**src/rtl/pc_fetch_stage_pkg.sv**
```systemverilog
// Shared processor constants for the fetch stage: reset PC, NOP encoding and
// the fetch FSM state encoding.
package pc_fetch_stage_pkg;

   localparam logic [31:0] DEF_RESET_PC  = 32'h0000_0000;
   localparam logic [31:0] DEF_NOP_INSTR = 32'h0000_0013;

   typedef enum logic [1:0] {
      ST_REQ     = 2'b00,
      ST_BUF     = 2'b01,
      ST_DISCARD = 2'b10
   } fetch_state_e;

   function automatic logic [31:0] align_word(input logic [31:0] addr);
      return {addr[31:2], 2'b00};
   endfunction

endpackage

```
**src/rtl/pc_fetch_stage_if_id_reg.sv**
```systemverilog
// IF/ID pipeline register: flush (or reset) injects a NOP bubble, load writes
// a new instruction unless hold is asserted.
module if_id_reg
   import pc_fetch_stage_pkg::*;
#(
   parameter logic [31:0] NOP_INSTR = DEF_NOP_INSTR
) (
   input  logic        clk,
   input  logic        rst,
   input  logic        load_i,
   input  logic        flush_i,
   input  logic        hold_i,
   input  logic [31:0] pc_i,
   input  logic [31:0] pc_plus4_i,
   input  logic [31:0] instr_i,
   output logic [31:0] pc_o,
   output logic [31:0] pc_plus4_o,
   output logic [31:0] instr_o,
   output logic        valid_o
);

   logic [31:0] pc_q, pc_plus4_q, instr_q;
   logic        valid_q;

   always_ff @(posedge clk) begin
      if (rst || flush_i) begin
         pc_q       <= '0;
         pc_plus4_q <= '0;
         instr_q    <= NOP_INSTR;
         valid_q    <= 1'b0;
      end else if (load_i && !hold_i) begin
         pc_q       <= pc_i;
         pc_plus4_q <= pc_plus4_i;
         instr_q    <= instr_i;
         valid_q    <= 1'b1;
      end
   end

   assign pc_o       = pc_q;
   assign pc_plus4_o = pc_plus4_q;
   assign instr_o    = instr_q;
   assign valid_o    = valid_q;

endmodule

```
**src/rtl/pc_fetch_stage.sv**
```systemverilog
// Instruction fetch stage: PC register, single-entry skid buffer for stalls,
// and a discard state that swallows the response of a fetch killed by flush.
module pc_fetch_stage
   import pc_fetch_stage_pkg::*;
#(
   parameter logic [31:0] RESET_PC  = DEF_RESET_PC,
   parameter logic [31:0] NOP_INSTR = DEF_NOP_INSTR
) (
   input  logic        clk,
   input  logic        rst,
   input  logic [31:0] next_pc,
   input  logic        stall,
   input  logic        flush,
   output logic        imem_req,
   output logic [31:0] imem_addr,
   input  logic        imem_ready,
   input  logic [31:0] imem_rdata,
   output logic [31:0] pc,
   output logic [31:0] pc_plus4,
   output logic [31:0] if_id_pc,
   output logic [31:0] if_id_pc_plus4,
   output logic [31:0] if_id_instr,
   output logic        if_id_valid,
   output logic        misalign_err
);

   fetch_state_e state_q, state_d;
   logic [31:0]  pc_q, pc_d;
   logic [31:0]  skid_q, skid_d;
   logic [31:0]  discard_addr_q, discard_addr_d;
   logic         misalign_q, misalign_d;
   logic         pc_load;
   logic         ifid_load;

   always_comb begin
      state_d        = state_q;
      pc_d           = pc_q;
      skid_d         = skid_q;
      discard_addr_d = discard_addr_q;
      misalign_d     = misalign_q;
      pc_load        = 1'b0;

      if (flush) begin
         pc_load = 1'b1;
         skid_d  = '0;
         case (state_q)
            ST_REQ: begin
               // The killed fetch is still in flight; remember where it went.
               if (!imem_ready) begin
                  discard_addr_d = pc_q;
                  state_d        = ST_DISCARD;
               end
            end
            ST_BUF:     state_d = ST_REQ;
            ST_DISCARD: if (imem_ready) state_d = ST_REQ;
            default:    state_d = ST_REQ;
         endcase
      end else begin
         case (state_q)
            ST_REQ: begin
               if (imem_ready) begin
                  if (stall) begin
                     skid_d  = imem_rdata;
                     state_d = ST_BUF;
                  end else begin
                     pc_load = 1'b1;
                  end
               end
            end
            ST_BUF: begin
               if (!stall) begin
                  pc_load = 1'b1;
                  state_d = ST_REQ;
               end
            end
            ST_DISCARD: if (imem_ready) state_d = ST_REQ;
            default:    state_d = ST_REQ;
         endcase
      end

      if (pc_load) begin
         pc_d = align_word(next_pc);
         if (next_pc[1:0] != 2'b00) misalign_d = 1'b1;
      end
   end

   always_ff @(posedge clk) begin
      if (rst) begin
         state_q        <= ST_REQ;
         pc_q           <= RESET_PC;
         skid_q         <= '0;
         discard_addr_q <= '0;
         misalign_q     <= 1'b0;
      end else begin
         state_q        <= state_d;
         pc_q           <= pc_d;
         skid_q         <= skid_d;
         discard_addr_q <= discard_addr_d;
         misalign_q     <= misalign_d;
      end
   end

   assign ifid_load = ((state_q == ST_REQ) && imem_ready) || (state_q == ST_BUF);

   if_id_reg #(
      .NOP_INSTR (NOP_INSTR)
   ) u_if_id (
      .clk        (clk),
      .rst        (rst),
      .load_i     (ifid_load),
      .flush_i    (flush),
      .hold_i     (stall),
      .pc_i       (pc_q),
      .pc_plus4_i (pc_plus4),
      .instr_i    ((state_q == ST_BUF) ? skid_q : imem_rdata),
      .pc_o       (if_id_pc),
      .pc_plus4_o (if_id_pc_plus4),
      .instr_o    (if_id_instr),
      .valid_o    (if_id_valid)
   );

   assign imem_req     = (state_q != ST_BUF);
   assign imem_addr    = (state_q == ST_DISCARD) ? discard_addr_q : pc_q;
   assign pc           = pc_q;
   assign pc_plus4     = pc_q + 32'd4;
   assign misalign_err = misalign_q;

endmodule

```
**config.mk**
```make
export PLATFORM = sky130hd
export DESIGN_NAME = pc_fetch_stage
export DESIGN_NICKNAME = d
export VERILOG_FILES = /design/src/rtl/pc_fetch_stage_pkg.sv /design/src/rtl/pc_fetch_stage_if_id_reg.sv /design/src/rtl/pc_fetch_stage.sv
export SDC_FILE = /design/constraint.sdc
export NUM_CORES = 1
export LEC_CHECK = 0
export CAP_MARGIN = 20
export CORE_ASPECT_RATIO = 0.6
export CORE_MARGIN = 5
export CORE_UTILIZATION = 49
export DETAILED_ROUTE_END_ITERATION = 8
export GPL_TIMING_DRIVEN = 0
export PLACE_DENSITY = 0.85
export SYNTH_ARGS = -nofsm -noshare
export SYNTH_HDL_FRONTEND = slang
export SYNTH_SLANG_ARGS = --single-unit
```
**constraint.sdc**
```tcl
create_clock -name clk -period 3.1 [get_ports clk]
set_input_delay 0.62 -clock clk [delete_from_list [all_inputs] [get_ports clk]]
set_output_delay 0.62 -clock clk [all_outputs]
set_load 0.05 [all_outputs]
```
==> flow_summary.ini, run 1 <==
[run_status]
outcome = complete, no violations

[synth]
netlist.top_cell.by_area = dfxtp_1
ys_types = 42
synth_ff_type = dfxtp_1
netlist_instances = 977
synth_edf_count = 0
synth.avg_cell_area_sq_um = 8.08
ys_warn_count = 0
synth_top_area_share_pct = 47.7
yosys-top-cells-area = dfxtp_1 48%, nand2_1 13%, a21oi_1 8.0%
seq_area_frac_synth_pct = 47.7
async_flop_share_pct = 0
synth-seq-cells = 188
netlist_area_sq_um = 7890

[route]
drtAntennaViolNets = 0
wl_per_cell_um = 19.3
vias = 8026
drc = 0
drt_iter0_markers = 648
vias_per_cell = 5.43
wirelength_um = 28600
dr.pass1.iters = 5

[cells_and_area]
layout-drive-gt1-share_pct = 12.5
layout_common_cells = 266 x nand2_1, 198 x clkdlybuf4s50_1, 175 x dfxtp_1, 126 x a21oi_1, 84 x nor2_1
num-nets-final = 1332
multi_input_area_sq_um = 3940
layoutNonFillerInstCount = 1478
final_common_cell = nand2_1
regArea_sq_um = 3790
num_antenna_cells = 0
syn2layout_area_growth_pct = 46.9
fillers = 1185

[global_route]
grt_overflow = 0
grtUsageTotal_pct = 29.3
grt_pass1_wl_um = 43700
grt_pass1_vias = 7710
antenna_found_initial = 0
grt_max_degree = 19

[clock_network]
root_buffer = clkbuf_16
cts.sinks = 188
cts_hold_buf = 0
cts_tree = done
clk_pin_slew_ns = 0.08
clock_latency_ns = 0.43
numCtsBuffers = 17
clock_path_buffers = 2
h-tree-depth = 4

[place]
dp_hpwl_um = 20700
finalWeightedCongestion = 0.876
portBuffers = 252
placed_cells = 1441

[critical_path]
path_cells = buf_6 > nand4_4 > or4_4 > or3b_4 > xnor2_4 > buf_8
start_kind = flip-flop
r2r_slack_ns = 0.58
path_buf_inv = 2
cp_max_fo = 4
r2r-end = u_if_id.instr_o[19]$_SDFFE_PP0P_
worst_path_max_delay_cell = or4_4
required_ns = 2.48
reg2reg_from = state_q[1]$_SDFFE_PP0P_
cp_top_family = simple AND/OR/NAND/NOR gates
critPathMaxStageDelay_ns = 0.61
arrival_ns = 2.47
critPathKind = flip-flop to primary output
r2r_cells = 5
end_kind = primary output

[timing]
period_minus_slack_ns = 3.09
setup_tns_ns = 0
rsz0062_at_grt = yes
worstMarginPinSlew_ns = 1.21
hold_viol = 0
min_period_over_period_pct = 99.7
slew_headroom_pct = 18.2
max_freq_mhz = 324
final-setup-viol-count = 0
hold_slack_ns = 0.454
drv_slew = 0
fin_skew_ns = 0.0169

[pwr]
vdd_drop_max_uv = 343
p_total_mw = 6.01
power.density_nw_per_um2 = 518
p_leak_nw = 4.72

[floorplan]
initial_core_util_pct = 50.6
placementRows = 35
chipHeight_um = 108
die_w_um = 174
pin_count = 264
die-area_sq_um = 18800
coreArea_sq_um = 15600

[flow_run]
max_cap_violations = 0

[min_path]
hold_path_class = flip-flop to flip-flop
hold_start = discard_addr_q[15]$_SDFFE_PP0P_
hold_path_end = discard_addr_q[15]$_SDFFE_PP0P_
hold_depth = 2
[cell usage after synthesis (all sizes together) (8+ instances only)]
| cell type | number |
|---|---|
| xnor2 | 23 |
| clkbuf | 74 |
| a211oi | 29 |
| buf | 22 |
| o21a | 13 |
| dfxtp | 188 |
| o21ai | 8 |
| nand2 | 266 |
| a21oi | 126 |
| mux2i | 34 |
| nand4 | 11 |
| nand3 | 12 |
| mux2 | 30 |
| nor2 | 85 |
[routing by layer]
layer	vias up	GRT usage [%]	wire length [um]
li1	3792	-	-
met1	3833	39.5	12700
met2	361	46.0	12500
met3	40	9.61	2870
met4	0	7.40	484
met5	-	0	0
[cells by family after synthesis]
logic type | Yosys count | share of synthesized area [%]
compound gates | 186 | 13.5
xor+xnor | 28 | 3.20
other cells | 1 | 0.0475
buf+inv | 103 | 5.53
simple gates | 406 | 21.3
mux | 64 | 8.59
fa+ha+maj | 1 | 0.159
flops | 188 | 47.7
[how the worst max path moves through the flow]
stage	startpoint	end	slack [ns]	cells past startpoint
detailed placement	pc[2]$_SDFFE_PP0P_	pc_plus4[28]	-0.95	7
global placement	pc[3]$_SDFFE_PP0P_	pc_plus4[28]	-0.93	7
floorplan	pc[2]$_SDFFE_PP0P_	pc_plus4[18]	-0.03	6
global route	pc[8]$_SDFFE_PP0P_	pc_plus4[31]	-0.05	6
finish	pc[5]$_SDFFE_PP0P_	pc_plus4[31]	0.01	6
CTS	pc[2]$_SDFFE_PP0P_	pc_plus4[28]	-0.09	7
[state kept, by name, indices dropped and copies added, names as in the netlist]
register	flops
misalign_err	1
pc	30
discard_addr_q	30
skid_q	32
state_q	2
u_if_id.pc_plus4_o	30
u_if_id.instr_o	32
u_if_id.pc_o	30
u_if_id.valid_o	1
[tightest hold or removal path, cell delays in order (launching register included)]
cell and delay, ns:
dfxtp_1 0.31, nand2_1 0.05, a21oi_1 0.05
[metrics by stage]
step	utilization (%)	instance area (sq um)	worst slack (ns)
2_1_floorplan	-	8050	-0.0333
3_5_place_dp	69.5	10800	-0.949
5_1_grt	74.3	11600	-0.0463
3_3_place_gp	69.5	10800	-0.928
6_report	74.3	11600	0.0105
4_1_cts	74.2	11600	-0.0941
[final cells by class]
class	count	area share (%)
Sequential cell	188	32.7
Inverter	7	0.227
Multi-Input combinational cell	695	34.0
Buffer	83	3.29
Timing Repair Buffer	270	22.5
Tap cell	203	2.19
Clock buffer	19	3.82
Clock inverter	13	1.26
[power breakdown]
part           internal (mW)  leakage [nW]  switching, mW
Sequential              2.49          1.53         0.0864
Clock                   1.17         0.288           1.05
Combinational          0.395          2.90          0.815
Total                   4.06          4.72           1.95
[what timing repair did]
item | 4_1_cts | 5_1_grt
setup buffers | 14 | 4
pin swaps | 7 | 4
endpoints found under the setup margin | 59 | 28
resized for setup | 149 | 38
Note: power is estimated with default switching activity, not from simulation.
==> inputs of run 2 (changes only) <==
--- a/config.mk
+++ b/config.mk
@@ -8,10 +8,11 @@
 export CAP_MARGIN = 20
 export CORE_ASPECT_RATIO = 0.6
 export CORE_MARGIN = 5
-export CORE_UTILIZATION = 49
+export CORE_UTILIZATION = 64
 export DETAILED_ROUTE_END_ITERATION = 8
+export DONT_BUFFER_PORTS = 1
 export GPL_TIMING_DRIVEN = 0
-export PLACE_DENSITY = 0.85
+export PLACE_DENSITY = 0.8
 export SYNTH_ARGS = -nofsm -noshare
 export SYNTH_HDL_FRONTEND = slang
 export SYNTH_SLANG_ARGS = --single-unit
==> flow_summary.ini, run 2 (synthesis gave the netlist of run 1 again) <==
[route]
wl_per_cell_um = 20.9
drtAntennaViolNets = 0
wirelength_um = 25500
dr.pass1.iters = 9
drc = 2
vias = 7307
vias_per_cell = 5.99
drt_iter0_markers = 560

[critical_path]
cp_max_fo = 7
path_cells = buf_2 > nand3_1 > nor3_4 > or3b_4 > xnor2_4
required_ns = 2.48
critPathKind = flip-flop to primary output
end_kind = primary output
worst_path_max_delay_cell = dfxtp_2
arrival_ns = 2.65
critPathMaxStageDelay_ns = 0.50
start_kind = flip-flop

[cells_and_area]
finalInstanceArea_sq_um = 9600
final_common_cell = nand2_1
fillers = 839
regArea_sq_um = 3850
num_antenna_cells = 0
layout_common_cells = 262 x nand2_1, 159 x dfxtp_1, 126 x a21oi_1, 81 x nor2_1, 63 x clkbuf_1
layout-drive-gt1-share_pct = 18.2
layoutNonFillerInstCount = 1219
multi_input_area_sq_um = 4160
fin_util_pct = 79.5
syn2layout_area_growth_pct = 21.6
num-nets-final = 1111

[clock_network]
root_buffer = clkbuf_16
clk_pin_slew_ns = 0.08
h-tree-depth = 4
clock_latency_ns = 0.43
numCtsBuffers = 17
cts_tree = done
clock_path_buffers = 2
cts.sinks = 188
cts_hold_buf = 0

[floorplan]
coreArea_sq_um = 12100
pin_count = 264
chipHeight_um = 96.0
initial_core_util_pct = 65.4
placementRows = 31
die_w_um = 153
die-area_sq_um = 14700

[timing]
worstMarginPinSlew_ns = 1.11
rsz0062_at_grt = yes
slew_headroom_pct = 25.8
setup_tns_ns = -1.16
max_freq_mhz = 306
hold_viol = 0
drv_slew = 0
final-setup-viol-count = 12
fin_skew_ns = 0.0130
fin_ws_ns = -0.168
min_period_over_period_pct = 105
period_minus_slack_ns = 3.27

[global_route]
grt_pass1_wl_um = 38700
grt_pass1_vias = 6983
grtUsageTotal_pct = 33.5
antenna_found_initial = 1
grt_max_degree = 19
grt_overflow = 0

[pwr]
p_leak_nw = 3.82
power.density_nw_per_um2 = 607
vdd_drop_max_uv = 413

[run_status]
outcome = finished, violations left
violations = design-rule violations, negative setup slack

[place]
placed_cell_area_sq_um = 8380
dp_hpwl_um = 17600
placed_cells = 1171
portBuffers = 0
finalWeightedCongestion = 0.861

[min_path]
hold_path_class = input pin to flip-flop

[flow_run]
max_cap_violations = 0
[run 2: where the power goes]
group	switching, mW	total, mW	leakage [nW]	internal (mW)
clock	1.05	2.27	0.297	1.22
combinational	0.576	0.785	1.98	0.210
sequential	0.283	2.77	1.54	2.49
[run 2: layout make-up]
class	instances	area share, %
sequential	188	40.1
clock inverter	14	1.81
buffer	95	4.96
tap	165	2.15
clock buffer	18	4.47
timing repair buffer	37	2.87
inverter	7	0.274
multi-input combinational	695	43.3
[run 2: final timing paths]
check                                        from                               to  slack, ns  cells past startpoint
setup / recovery              pc[24]$_SDFFE_PP0P_                     pc_plus4[31]      -0.17                      5
setup reg to reg          state_q[1]$_SDFFE_PP0P_  u_if_id.instr_o[9]$_SDFFE_PP0P_       0.57                      5
hold reg to reg   discard_addr_q[10]$_SDFFE_PP0P_  discard_addr_q[10]$_SDFFE_PP0P_       0.45                      2
hold / removal                         next_pc[9]               pc[9]$_SDFFE_PP0P_       0.31                      2
[run 2: repair_timing]
action,4_1_cts,5_1_grt
gates resized for setup,110,25
setup endpoints to repair,34,17
gates cloned,0,0
pin swaps,23,18
setup buffers,15,2
[run 2: critical path, delay by kind of cell (launching register included)]
| family | cells | cell delay [ns] |
|---|---|---|
| DFF | 1 | 0.50 |
| xor gates and xnor gates | 1 | 0.41 |
| and+or+nand+nor | 3 | 0.98 |
| buffers and inverters | 1 | 0.31 |
[run 2: through the flow]
| stage | hold slack (ns) | power (mW) | setup WS, ns |
|---|---|---|---|
| 2_1_floorplan | 0.434 | 3.38 | -0.0333 |
| 3_3_place_gp | 0.441 | 3.52 | -0.728 |
| 3_5_place_dp | 0.445 | 3.55 | -0.736 |
| 4_1_cts | 0.304 | 5.79 | -0.201 |
| 5_1_grt | 0.311 | 5.98 | -0.239 |
| 6_report | 0.309 | 5.83 | -0.168 |
[run 2: routing by layer]
metal | GRT usage (%) | vias to the layer above | wire (um)
li1 | - | 3369 | -
met5 | 2.04 | - | 20
met2 | 52.2 | 415 | 11400
met3 | 11.1 | 65 | 2870
met1 | 43.8 | 3456 | 10600
met4 | 12.7 | 2 | 676
==> inputs of run 3 (changes only) <==
--- a/config.mk
+++ b/config.mk
@@ -9,6 +9,7 @@
 export CORE_ASPECT_RATIO = 0.6
 export CORE_MARGIN = 5
 export CORE_UTILIZATION = 64
+export CTS_CLUSTER_SIZE = 8
 export DETAILED_ROUTE_END_ITERATION = 8
 export DONT_BUFFER_PORTS = 1
 export GPL_TIMING_DRIVEN = 0
==> results of run 3 <==
The final DEF is identical to that of run 2; final timing and power are the same.
